## src/rtl/b03_pkg.sv

```systemverilog
// ---------------------------------------------------------------------------
// b03_pkg
// Shared definitions for the b03 resource-holder slice: FSM state encoding,
// requester count, and one-hot helpers used to qualify the arbiter grant.
// ---------------------------------------------------------------------------
package b03_pkg;

    localparam int NREQ = 4;

    typedef enum logic [1:0] {
        IDLE    = 2'd0,
        BUSY    = 2'd1,
        RELEASE = 2'd2
    } state_e;

    // True when exactly one bit of vec is set.
    function automatic logic onehot_ok(input logic [NREQ-1:0] vec);
        int unsigned n;
        n = 0;
        for (int i = 0; i < NREQ; i++) begin
            if (vec[i]) n++;
        end
        return (n == 1);
    endfunction

    // Index of the lowest set bit; only meaningful when onehot_ok(vec).
    function automatic logic [1:0] onehot_idx(input logic [NREQ-1:0] vec);
        logic [1:0] idx;
        idx = 2'd0;
        for (int i = NREQ - 1; i >= 0; i--) begin
            if (vec[i]) idx = 2'(i);
        end
        return idx;
    endfunction

endpackage

```

## src/rtl/b03_sat_counter.sv

```systemverilog
// ---------------------------------------------------------------------------
// b03_sat_counter
// Saturating up-counter: advances by one on each edge where inc is high and
// sticks at all-ones once reached.
// Ports:
//   clock  in   rising-edge clock
//   reset  in   asynchronous active-high clear
//   inc    in   increment request for this edge
//   count  out  CNT_W-bit current count
// ---------------------------------------------------------------------------
module b03_sat_counter #(
    parameter int CNT_W = 8
) (
    input  logic             clock,
    input  logic             reset,
    input  logic             inc,
    output logic [CNT_W-1:0] count
);

    logic [CNT_W-1:0] count_q;
    logic [CNT_W-1:0] count_d;

    always_comb begin
        count_d = count_q;
        if (inc && (count_q != '1)) begin
            count_d = count_q + CNT_W'(1);
        end
    end

    // NOTE: sequential state is always assigned with <= so every flop samples
    // the pre-edge values of its neighbours.
    always_ff @(posedge clock or posedge reset) begin
        if (reset) count_q <= '0;
        else       count_q <= count_d;
    end

    assign count = count_q;

endmodule

```

## src/rtl/b03_resource_holder.sv

```systemverilog
// ---------------------------------------------------------------------------
// b03_resource_holder
// Models the shared resource downstream of the b03 round-robin arbiter. A
// one-hot grant sampled in IDLE makes the granted requester the owner for
// HOLD_CYCLES cycles (BUSY), followed by a one-cycle RELEASE that bumps that
// requester's saturating completed-hold counter. Sticky flags record illegal
// grant patterns.
// Ports:
//   clock          in   rising-edge clock
//   reset          in   asynchronous active-high clear of all state
//   grant[3:0]     in   one-hot grant from the arbiter, bit i = requester i+1
//   err_clear      in   synchronous clear of both error flags (set wins)
//   busy           out  resource held (state BUSY)
//   owner[1:0]     out  index of current/last holder
//   release_pulse  out  one-cycle pulse in RELEASE ('release' is a reserved word)
//   grant_cnt0..3  out  completed holds per requester, saturating
//   err_multi      out  sticky: multi-bit grant seen in IDLE
//   err_change     out  sticky: grant differed from captured owner in BUSY
// ---------------------------------------------------------------------------
module b03_resource_holder
    import b03_pkg::*;
#(
    parameter int HOLD_CYCLES = 4,
    parameter int CNT_W       = 8
) (
    input  logic             clock,
    input  logic             reset,
    input  logic [3:0]       grant,
    input  logic             err_clear,
    output logic             busy,
    output logic [1:0]       owner,
    output logic             release_pulse,
    output logic [CNT_W-1:0] grant_cnt0,
    output logic [CNT_W-1:0] grant_cnt1,
    output logic [CNT_W-1:0] grant_cnt2,
    output logic [CNT_W-1:0] grant_cnt3,
    output logic             err_multi,
    output logic             err_change
);

    localparam logic [7:0] HOLD_LOAD = 8'(HOLD_CYCLES - 1);

    state_e     state_q, state_d;
    logic [7:0] hold_q, hold_d;
    logic [1:0] owner_q, owner_d;
    logic       busy_q, busy_d;
    logic       release_q, release_d;
    logic       err_multi_q, err_multi_d;
    logic       err_change_q, err_change_d;

    logic [NREQ-1:0] owner_onehot;
    assign owner_onehot = {{(NREQ-1){1'b0}}, 1'b1} << owner_q;

    // NOTE: every always_comb output gets a default first so no path leaves
    // a signal unassigned, which would otherwise infer a latch.
    always_comb begin
        state_d      = state_q;
        hold_d       = hold_q;
        owner_d      = owner_q;
        // Clear is applied first so that an error raised below on the same
        // edge overrides it.
        err_multi_d  = err_clear ? 1'b0 : err_multi_q;
        err_change_d = err_clear ? 1'b0 : err_change_q;

        unique case (state_q)
            IDLE: begin
                if (grant != '0) begin
                    if (onehot_ok(grant)) begin
                        owner_d = onehot_idx(grant);
                        hold_d  = HOLD_LOAD;
                        state_d = BUSY;
                    end else begin
                        err_multi_d = 1'b1;
                    end
                end
            end
            BUSY: begin
                if (grant != owner_onehot) err_change_d = 1'b1;
                if (hold_q == 8'd0) state_d = RELEASE;
                else                hold_d  = hold_q - 8'd1;
            end
            RELEASE: state_d = IDLE;
            default: state_d = IDLE;
        endcase

        // Outputs are decoded from the next state so they come straight off
        // flops with no path from grant.
        busy_d    = (state_d == BUSY);
        release_d = (state_d == RELEASE);
    end

    // NOTE: all control state has an async reset; there is no memory array
    // here, so nothing is left to power up undefined.
    always_ff @(posedge clock or posedge reset) begin
        if (reset) begin
            state_q      <= IDLE;
            hold_q       <= 8'd0;
            owner_q      <= 2'd0;
            busy_q       <= 1'b0;
            release_q    <= 1'b0;
            err_multi_q  <= 1'b0;
            err_change_q <= 1'b0;
        end else begin
            state_q      <= state_d;
            hold_q       <= hold_d;
            owner_q      <= owner_d;
            busy_q       <= busy_d;
            release_q    <= release_d;
            err_multi_q  <= err_multi_d;
            err_change_q <= err_change_d;
        end
    end

    // Completed-hold counters: the owner's counter advances on the edge that
    // leaves RELEASE.
    logic [CNT_W-1:0] cnt [NREQ];

    for (genvar i = 0; i < NREQ; i++) begin : g_cnt
        b03_sat_counter #(.CNT_W(CNT_W)) u_cnt (
            .clock (clock),
            .reset (reset),
            .inc   (release_q && (owner_q == 2'(i))),
            .count (cnt[i])
        );
    end

    assign busy          = busy_q;
    assign owner         = owner_q;
    assign release_pulse = release_q;
    assign err_multi     = err_multi_q;
    assign err_change    = err_change_q;
    assign grant_cnt0    = cnt[0];
    assign grant_cnt1    = cnt[1];
    assign grant_cnt2    = cnt[2];
    assign grant_cnt3    = cnt[3];

endmodule
```

## config.mk

```make
export PLATFORM = sky130hd
export DESIGN_NAME = b03_resource_holder
export DESIGN_NICKNAME = d
export VERILOG_FILES = /design/src/rtl/b03_pkg.sv /design/src/rtl/b03_sat_counter.sv /design/src/rtl/b03_resource_holder.sv
export SDC_FILE = /design/constraint.sdc
export NUM_CORES = 1
export LEC_CHECK = 0
export CORE_AREA = 2 2 77 79
export CTS_CLUSTER_SIZE = 12
export DETAILED_ROUTE_END_ITERATION = 8
export DIE_AREA = 0 0 79 81
export PLACE_DENSITY_LB_ADDON = 0.15
export SLEW_MARGIN = 15
export SYNTH_ARGS = -nofsm -noshare
export SYNTH_HDL_FRONTEND = slang
export SYNTH_HIERARCHICAL = 1
export SYNTH_SLANG_ARGS = --single-unit
```

## constraint.sdc

```tcl
create_clock -name clock -period 2.83 [get_ports clock]
set_clock_uncertainty 0.15 [all_clocks]
set_input_delay 0.283 -clock clock [delete_from_list [all_inputs] [get_ports clock]]
set_output_delay 0.283 -clock clock [all_outputs]
set_load 0.01 [all_outputs]
```

Word-level counts from Yosys, hierarchy flattened:

Index checks and enable logic that the tools add are counted.

* add/sub/neg operators: 8
* multipliers: 0
* divide/modulo/power cells: 0
* $lt $le $gt $ge: 0
* eq/ne operators: 15
* shift operators: 1
* multiplexer cells: 31
* bitwise logic cells: 0
* reductions and logical operators: 15

Operator list (number)
* $mux 32: 11
* $add 32x1->32 const B: 3
* $add 8x1->8 const B: 4
* $eq 32x1->1 const B: 1
* $ne 8x8->1 const B: 4
* $mux 8: 3
* $pmux 8 s2: 1
* $mux 2: 7
* $logic_and 1x1->1: 8
* $logic_not 8->1: 1
* $mux 1: 8
* $sub 8x1->8 const B: 1
* $eq 2x1->1 const B: 3
* $eq 2x2->1 const B: 3
* $ne 2x2->1 const B: 3
* $logic_not 2->1: 2
* $ne 4x4->1: 1
* $pmux 2 s2: 1
* $reduce_and 4->1: 1
* $reduce_bool 4->1: 1
* $shl 1x2->4 const A: 1
* $reduce_and 3->1: 1
* $reduce_bool 2->1: 1

* bits in registers: 48
* latch bits: 0
* bits in writable memories: 0
* bits in read-only memories: 0
* output and inout port bits: 38
* logic and storage cells: 81
* memories kept: 0

Depth between registers and ports, before layout:

Gate-level depths: netlist (run 1).

* depth after elaboration: 20
* depth in mapped cells: 9

Modules after synthesis:

The synthesis (run 1) kept the hierarchy.

Modules (own cells, without submodules)
* b03_sat_counter: times used 4, cells an instance 38, area each 419.2 µm²
* b03_resource_holder: times used 1, cells an instance 108, area each 1054.8 µm²

Worst setup path before layout (run 1):

No wires, ideal clock.

* path type: input to register
* start: input grant[0]
* end: register owner_q[0], in the netlist owner[0]
* data arrival time: 2.084 ns
* data required time: 2.555 ns
* setup slack: 0.472 ns
* stages on the path: 8
* path through: inv_1 > ha_1 > xor2_1 > ha_1 > nand3b_1 > o311a_1 > nor4_4 > mux2_2

* longest elaborated chain between the ends: 17

Ends and longest elaborated chain
* start: declaration: RTL line b03_resource_holder.sv:28 `input logic [3:0] grant,`
* $mux 1: RTL line b03_pkg.sv:21 `if (vec[i]) n++;`
* $mux 32: RTL line b03_resource_holder.sv:67 `if (grant != '0) begin`
* $mux 32: RTL line b03_resource_holder.sv:65 `unique case (state_q)`
* $add 32x1->32: RTL line b03_pkg.sv:21
* $mux 32: RTL line b03_pkg.sv:21
* $mux 32: RTL line b03_resource_holder.sv:67
* $mux 32: RTL line b03_resource_holder.sv:65
* $add 32x1->32: RTL line b03_pkg.sv:21
* $mux 32: RTL line b03_pkg.sv:21
* $mux 32: RTL line b03_resource_holder.sv:67
* $mux 32: RTL line b03_resource_holder.sv:65
* $add 32x1->32: RTL line b03_pkg.sv:21
* $mux 32: RTL line b03_pkg.sv:21
* $mux 32: RTL line b03_resource_holder.sv:67
* $mux 32: RTL line b03_resource_holder.sv:65
* $eq 32x1->1: RTL line b03_pkg.sv:23 `return (n == 1);`
* $reduce_and 3->1 (no source line)
* end signal: assignment: RTL line b03_resource_holder.sv:106 `owner_q <= owner_d;`
* end: declaration: RTL line b03_resource_holder.sv:45 `logic [1:0] owner_q, owner_d;`

Parallel ways exist; a longest one is shown, timed or not. The select of a mux whose other input is x is not followed.
A chain may end at the register's enable or synchronous reset.

Worst setup path in the final report (run 1):

Ends and elaborated chain as after synthesis.

==> results_dict.tcl, run 1 <==
set metrics [dict create \
    status "finished clean" \
    cts_num_sinks 48 \
    postLayoutCellArea_um2 3400 \
    ys_seq_elements 48 \
    post_drt_wl_per_cell_um 13.5 \
    arrival_ps 2650 \
    postRouteAntennaNets 0 \
    wl_met1_um 2550 \
    hpwl_um 3900 \
    timing.fmax_mhz 384 \
    grt_usage_pct 18.1 \
    routabilityCongestion 0.829 \
    required_ps 2870 \
    h-tree-depth 2 \
    clock-root-buffer "clkbuf_8" \
    area_delta_synth_final_pct 24.4 \
    p_leak_uw 0.00144 \
    final_common_cell "dfrtp_1" \
    num_rows 28 \
    worst_slew_margin_rel_pct 58.4 \
    cp_top_family "adder cells" \
    vdd.ir_drop.worst_uv 345 \
    port_buffers 44 \
    grt_setup_unrepaired "false" \
    cts_resized 0 \
    drive_gt1_share_pct 12.1 \
    cp.buffers_inverters 2 \
    cpMaxStageDelayCell "clkdlybuf4s50_1" \
    wirelength_um 5250 \
    fill_cells 523 \
    slew_violations 0 \
    wl_met2_um 2470 \
    critPathMaxStageDelay_ps 470 \
    numCtsBuffers 5 \
    worst_pin_slew_ps 623 \
    setup_viol 0 \
    num_io_pins 45 \
    crit_path_max_fanout 3 \
    hold_viol_final 0 \
    die-area_um2 6400 \
    synth.yosys.warnings 6 \
    fin_nets 329 \
    fin_crit_sh_pct 92.0 \
    syn-cell-area_um2 2730 \
    synth-xor-area-share_pct 3.21 \
    synthAdderAreaFrac_pct 4.12 \
    routed.top_layer "met4" \
    hold_class "in -> async" \
    max-cap-violations 0 \
    drt_pre_antenna_iters 4 \
    cts_buffer_depth 2 \
    synthMuxAreaShare_pct 7.42 \
    p_per_area_nw_per_um2 574 \
    syn_nets 276 \
    die_h_um 81 \
    cts_hold_buf 0 \
    cp-start-kind "primary input" \
    initial_core_util_pct 48.1 \
    cts_tree "done" \
    avgSynthCellArea_um2 10.5 \
    synth.yosys.seq_area_share_pct 44.0 \
    post-route-util_pct 59.9 \
    post-cts-setup-buffers 0 \
    wl_met3_um 152 \
    synthCells 260 \
    yosys.area_share.simple_pct 22.4 \
    grt_pass1_wl_um 9090 \
    antenna_found_initial 0 \
    synth_top_family_by_area "simple AND/OR/NAND/NOR gates" \
    via_per_inst 5.44 \
    grt_pass1_vias 1914 \
    gr-total-overflow 0 \
    path_class "in -> reg" \
    cp_cell_sequence "clkdlybuf4s50_1, inv_1, ha_1, xor2_1, ha_1, nand3b_1, o311a_1, nor4_4, mux2_2" \
    core_um2 5680 \
    dpl-instance-area_um2 3290 \
    diodes 0 \
    die_width_um 79 \
    num_vias 2118 \
    synth_compound_area_share_pct 15.4 \
    fin_crit_ps 2600 \
    cp-end-kind "register" \
    clk_pin_slew_ps 100 \
    ys_types 46 \
    drtIter0Drc 94 \
    final_cell_mix "48 x dfrtp_1, 44 x clkdlybuf4s50_1, 20 x nand2_1, 19 x nor2_1, 15 x nand3_1" \
    path_common_cell "ha_1" \
    drcViolationCount 0 \
    grt_start_max_net_pins 17 \
    clock_latency_ps 310 \
]
[registers in the layout, indices dropped and copies added, names as in the netlist]
name	cells
owner	2
state_q	2
err_change	1
g_cnt.u_cnt/count	32
hold_q	8
err_multi	1
release_pulse	1
busy	1
[path summary, 6_finish.rpt]
kind	to	slack (ps)	start	depth (start not counted)
max	owner[0]	230	grant[0]	9
min	g_cnt[0].u_cnt/count[6]	210	reset	2
max reg2reg	hold_q[7]	860	hold_q[0]	6
min reg2reg	g_cnt[1].u_cnt/count[6]	370	g_cnt[1].u_cnt/count[6]	1
max in group asynchronous	state_q[1]	1770	reset	2
min in group clock	g_cnt[1].u_cnt/count[6]	370	g_cnt[1].u_cnt/count[6]	1
[layer usage]
metal	track usage, %	vias to the layer above
li1	-	1074
met1	25.1	1012
met2	28.3	26
met3	4.11	6
met4	5.69	0
met5	0	-
[logic make-up after synthesis]
kind of cell               count (synthesis)
muxes                                     18
buffers and inverters                     19
adders and majority gates                  9
and+or+nand+nor                          103
DFF                                       48
AOI/OAI and AO/OA                         53
xor gates and xnor gates                  10
[cell usage after synthesis (all sizes together)]
cell | count | area share [%]
dfrtp | 48 | 44
nand2 | 20 | 2.7
nor2 | 19 | 2.6
mux2 | 18 | 7.4
nand4 | 17 | 6.1
nand3 | 15 | 2.7
inv | 12 | 1.6
nor3 | 11 | 2.0
o21ai | 10 | 2.8
a21oi | 9 | 1.6
ha | 9 | 4.1
o21bai | 8 | 2.2
o31a | 6 | 1.9
xor2 | 6 | 1.9
buf | 5 | 1.5
nor3b | 5 | 1.4
a21boi | 4 | 1.1
o2111a | 4 | 1.6
xnor2 | 4 | 1.3
nand2b | 3 | 0.69
o211ai | 3 | 0.82
or3 | 3 | 0.69
and3b | 2 | 0.64
clkbuf | 2 | 0.27
nor4 | 2 | 1.0
o22ai | 2 | 0.46
a211o | 1 | 0.32
a211oi | 1 | 0.46
and3 | 1 | 0.23
nand3b | 1 | 0.27
nor2b | 1 | 0.23
o2111ai | 1 | 0.55
o21a | 1 | 0.55
o311a | 1 | 0.37
o31ai | 1 | 0.27
o41ai | 1 | 0.32
or3b | 1 | 0.32
or4 | 1 | 0.41
or4b | 1 | 0.37
[power by group]
group | switching [uW] | internal [uW] | total (uW)
Combinational | 266 | 274 | 540
Sequential | 120 | 790 | 909
Clock | 238 | 262 | 500
[final cells by class]
cell class	instances	area (um^2)	area share, %
Tap cell	75	93.8	2.76
Sequential cell	48	1200	35.4
Multi-Input combinational cell	193	1440	42.3
Clock buffer	5	68.8	2.03
Timing Repair Buffer	53	508	15.0
Clock inverter	3	42.5	1.25
Inverter	12	45.0	1.33
[stage by stage]
step           instances  hold WS [ps]  setup TNS [ps]  worst slack, ps  power [uW]
6_report             389           208               0              226        1950
5_1_grt              389           256               0             88.3        2060
4_1_cts              389           234               0              208        1970
3_5_place_dp         381           358            -543             -115        1460
3_3_place_gp         381           355           -65.7            -32.9        1450
2_1_floorplan        260         -51.3               0              472        1280
No activity file was read; power rests on OpenSTA's default activity.
==> run 2, diff against run 1 <==
ABC_CLOCK_PERIOD_IN_PS = 2990   (was default)
clock period = 2.99 ns   (was 2.83 ns; I/O delays follow)
==> run 2 against run 1 <==
Against the previous run: die area stayed put; combinational power decreased by 4.6%; register-to-register slack better by 160 ps; via count increased by 1.6%; worst setup slack gained 130 ps; flip-flop and latch count is the same; critical path type unchanged; critical endpoint is now owner[1].
==> results_dict.tcl, run 2 (synthesis results as in run 1) <==
set metrics [dict create \
    clkPwrFrac_pct 26.6 \
    netSwitchingFraction_pct 30.7 \
    switchingPower_uw 577 \
    cp-end-kind "register" \
    h-tree-depth 2 \
    slew_violations 0 \
    cts_buffer_depth 2 \
    die_width_um 79 \
    fin_crit_ps 2640 \
    drcViolationCount 0 \
    fill_cells 522 \
    tns_ps 0 \
    fin_nets 327 \
    status "finished clean" \
    clk_pin_slew_ps 80 \
    cts_tree "done" \
    p_int_uw 1300 \
    drt_pre_antenna_iters 4 \
    final_cell_mix "48 x dfrtp_1, 44 x clkdlybuf4s50_1, 20 x nand2_1, 19 x nor2_1, 15 x nand3_1" \
    crit_path_max_fanout 3 \
    clock-root-buffer "clkbuf_8" \
    post_drt_wl_per_cell_um 13.7 \
    largest_register_ffs 32 \
    wirelength_um 5300 \
    grt_setup_unrepaired "false" \
    r2r_setup_slack_ps 1020 \
    reg2regPathDepth 6 \
    grt_pass1_vias 1991 \
    drive_gt1_share_pct 11.5 \
    p_leak_uw 0.00144 \
    required_ps 3020 \
    timing.fmax_mhz 379 \
    grt_pass1_wl_um 9210 \
    hold_class "in -> async" \
    area_delta_synth_final_pct 24.4 \
    fin_crit_sh_pct 88.2 \
    path_class "in -> reg" \
    setup_viol 0 \
    timing.rr.end "hold_q[2]" \
    cts_resized 0 \
    hpwl_um 4010 \
    cp-start-kind "primary input" \
    register_area_um2 1200 \
    drtIter0Drc 134 \
    postRouteAntennaNets 0 \
    vdd.ir_drop.worst_uv 374 \
    seqPwrFrac_pct 46.0 \
    worst_pin_slew_ps 613 \
    multiInputGateArea_um2 1440 \
    core_um2 5680 \
    power_frac_comb_pct 27.4 \
    post-cts-setup-buffers 0 \
    diodes 0 \
    numCtsBuffers 5 \
    max-cap-violations 0 \
    gr-total-overflow 0 \
    routabilityCongestion 0.795 \
    cts_num_sinks 48 \
    arrival_ps 2660 \
    num_rows 28 \
    grt_start_max_net_pins 17 \
    clock_latency_ps 290 \
    worst_slew_margin_rel_pct 59.1 \
    r2r_start "hold_q[0]" \
    postLayoutCellArea_um2 3400 \
    hold_viol_final 0 \
    port_buffers 44 \
    p_per_area_nw_per_um2 553 \
    cts_hold_buf 0 \
    via_per_inst 5.56 \
    die_h_um 81 \
    num_io_pins 45 \
    final_common_cell "dfrtp_1" \
    antenna_found_initial 0 \
    num_vias 2151 \
    die-area_um2 6400 \
    dpl-instance-area_um2 3270 \
    grt_usage_pct 17.9 \
    initial_core_util_pct 48.1 \
]
run 2: changes by cell type in the layout (fill, tap and decap cells not counted):
cell and change:
buf_4 -2, clkbuf_8 +2, clkinv_2 -1, clkinvlp_4 -1
run 2: power groups by stage:
stage / logic (uW) / registers (uW) / clock network, uW
finish: 515 / 863 / 500
global route: 575 / 878 / 550
CTS: 519 / 861 / 520
detailed placement: 517 / 871 / 0
global placement: 495 / 871 / 0
floorplan: 362 / 851 / 0
run 2: area by class of cell:
class	instances	share of cell area (%)
Clock buffer	7	2.84
Clock inverter	1	0.884
Inverter	12	1.33
Multi-Input combinational cell	193	42.3
Sequential cell	48	35.4
Tap cell	75	2.76
Timing Repair Buffer	51	14.5
run 2: metrics by stage:
| step | total power, uW | hold slack (ps) | worst slack (ps) | std cells | util [%] |
|---|---|---|---|---|---|
| detailed placement | 1390 | 368 | 55.6 | 379 | 57.6 |
| floorplan | 1210 | -35.3 | 616 | 260 | - |
| CTS | 1900 | 269 | 366 | 387 | 59.9 |
| finish | 1880 | 256 | 354 | 387 | 59.9 |
| global placement | 1370 | 353 | 94.9 | 379 | 57.6 |
| global route | 2000 | 298 | 256 | 387 | 59.9 |
run 2: how the worst max path moves through the flow:
stage | startpoint | endpoint | slack (ps)
finish | grant[0] | owner[1] | 350
global route | grant[0] | owner[1] | 260
CTS | grant[0] | owner[1] | 370
detailed placement | grant[0] | owner[1] | 60
global placement | grant[0] | owner[0] | 90
floorplan | grant[0] | owner[0] | 620
run 2: metal layers:
metal	global-route usage, %	up-vias	part of all wire (%)
met5	0	-	0
met4	3.62	0	0.51
met3	3.56	2	3.5
met2	28.8	34	47
met1	25.3	1041	49
li1	-	1074	-
run 2: critical path, cell delays in order:
cell             delay [ps]
clkdlybuf4s50_1         470
inv_1                    70
ha_1                    320
xor2_1                  150
ha_1                    310
nand3b_1                160
o311a_1                 170
nor4_4                  340
mux2_2                  380
==> run 3, diff against run 2 <==
SLEW_MARGIN = 20   (was 15)
==> results of run 3 <==
Final layout, timing and power as in run 2 (identical DEF).
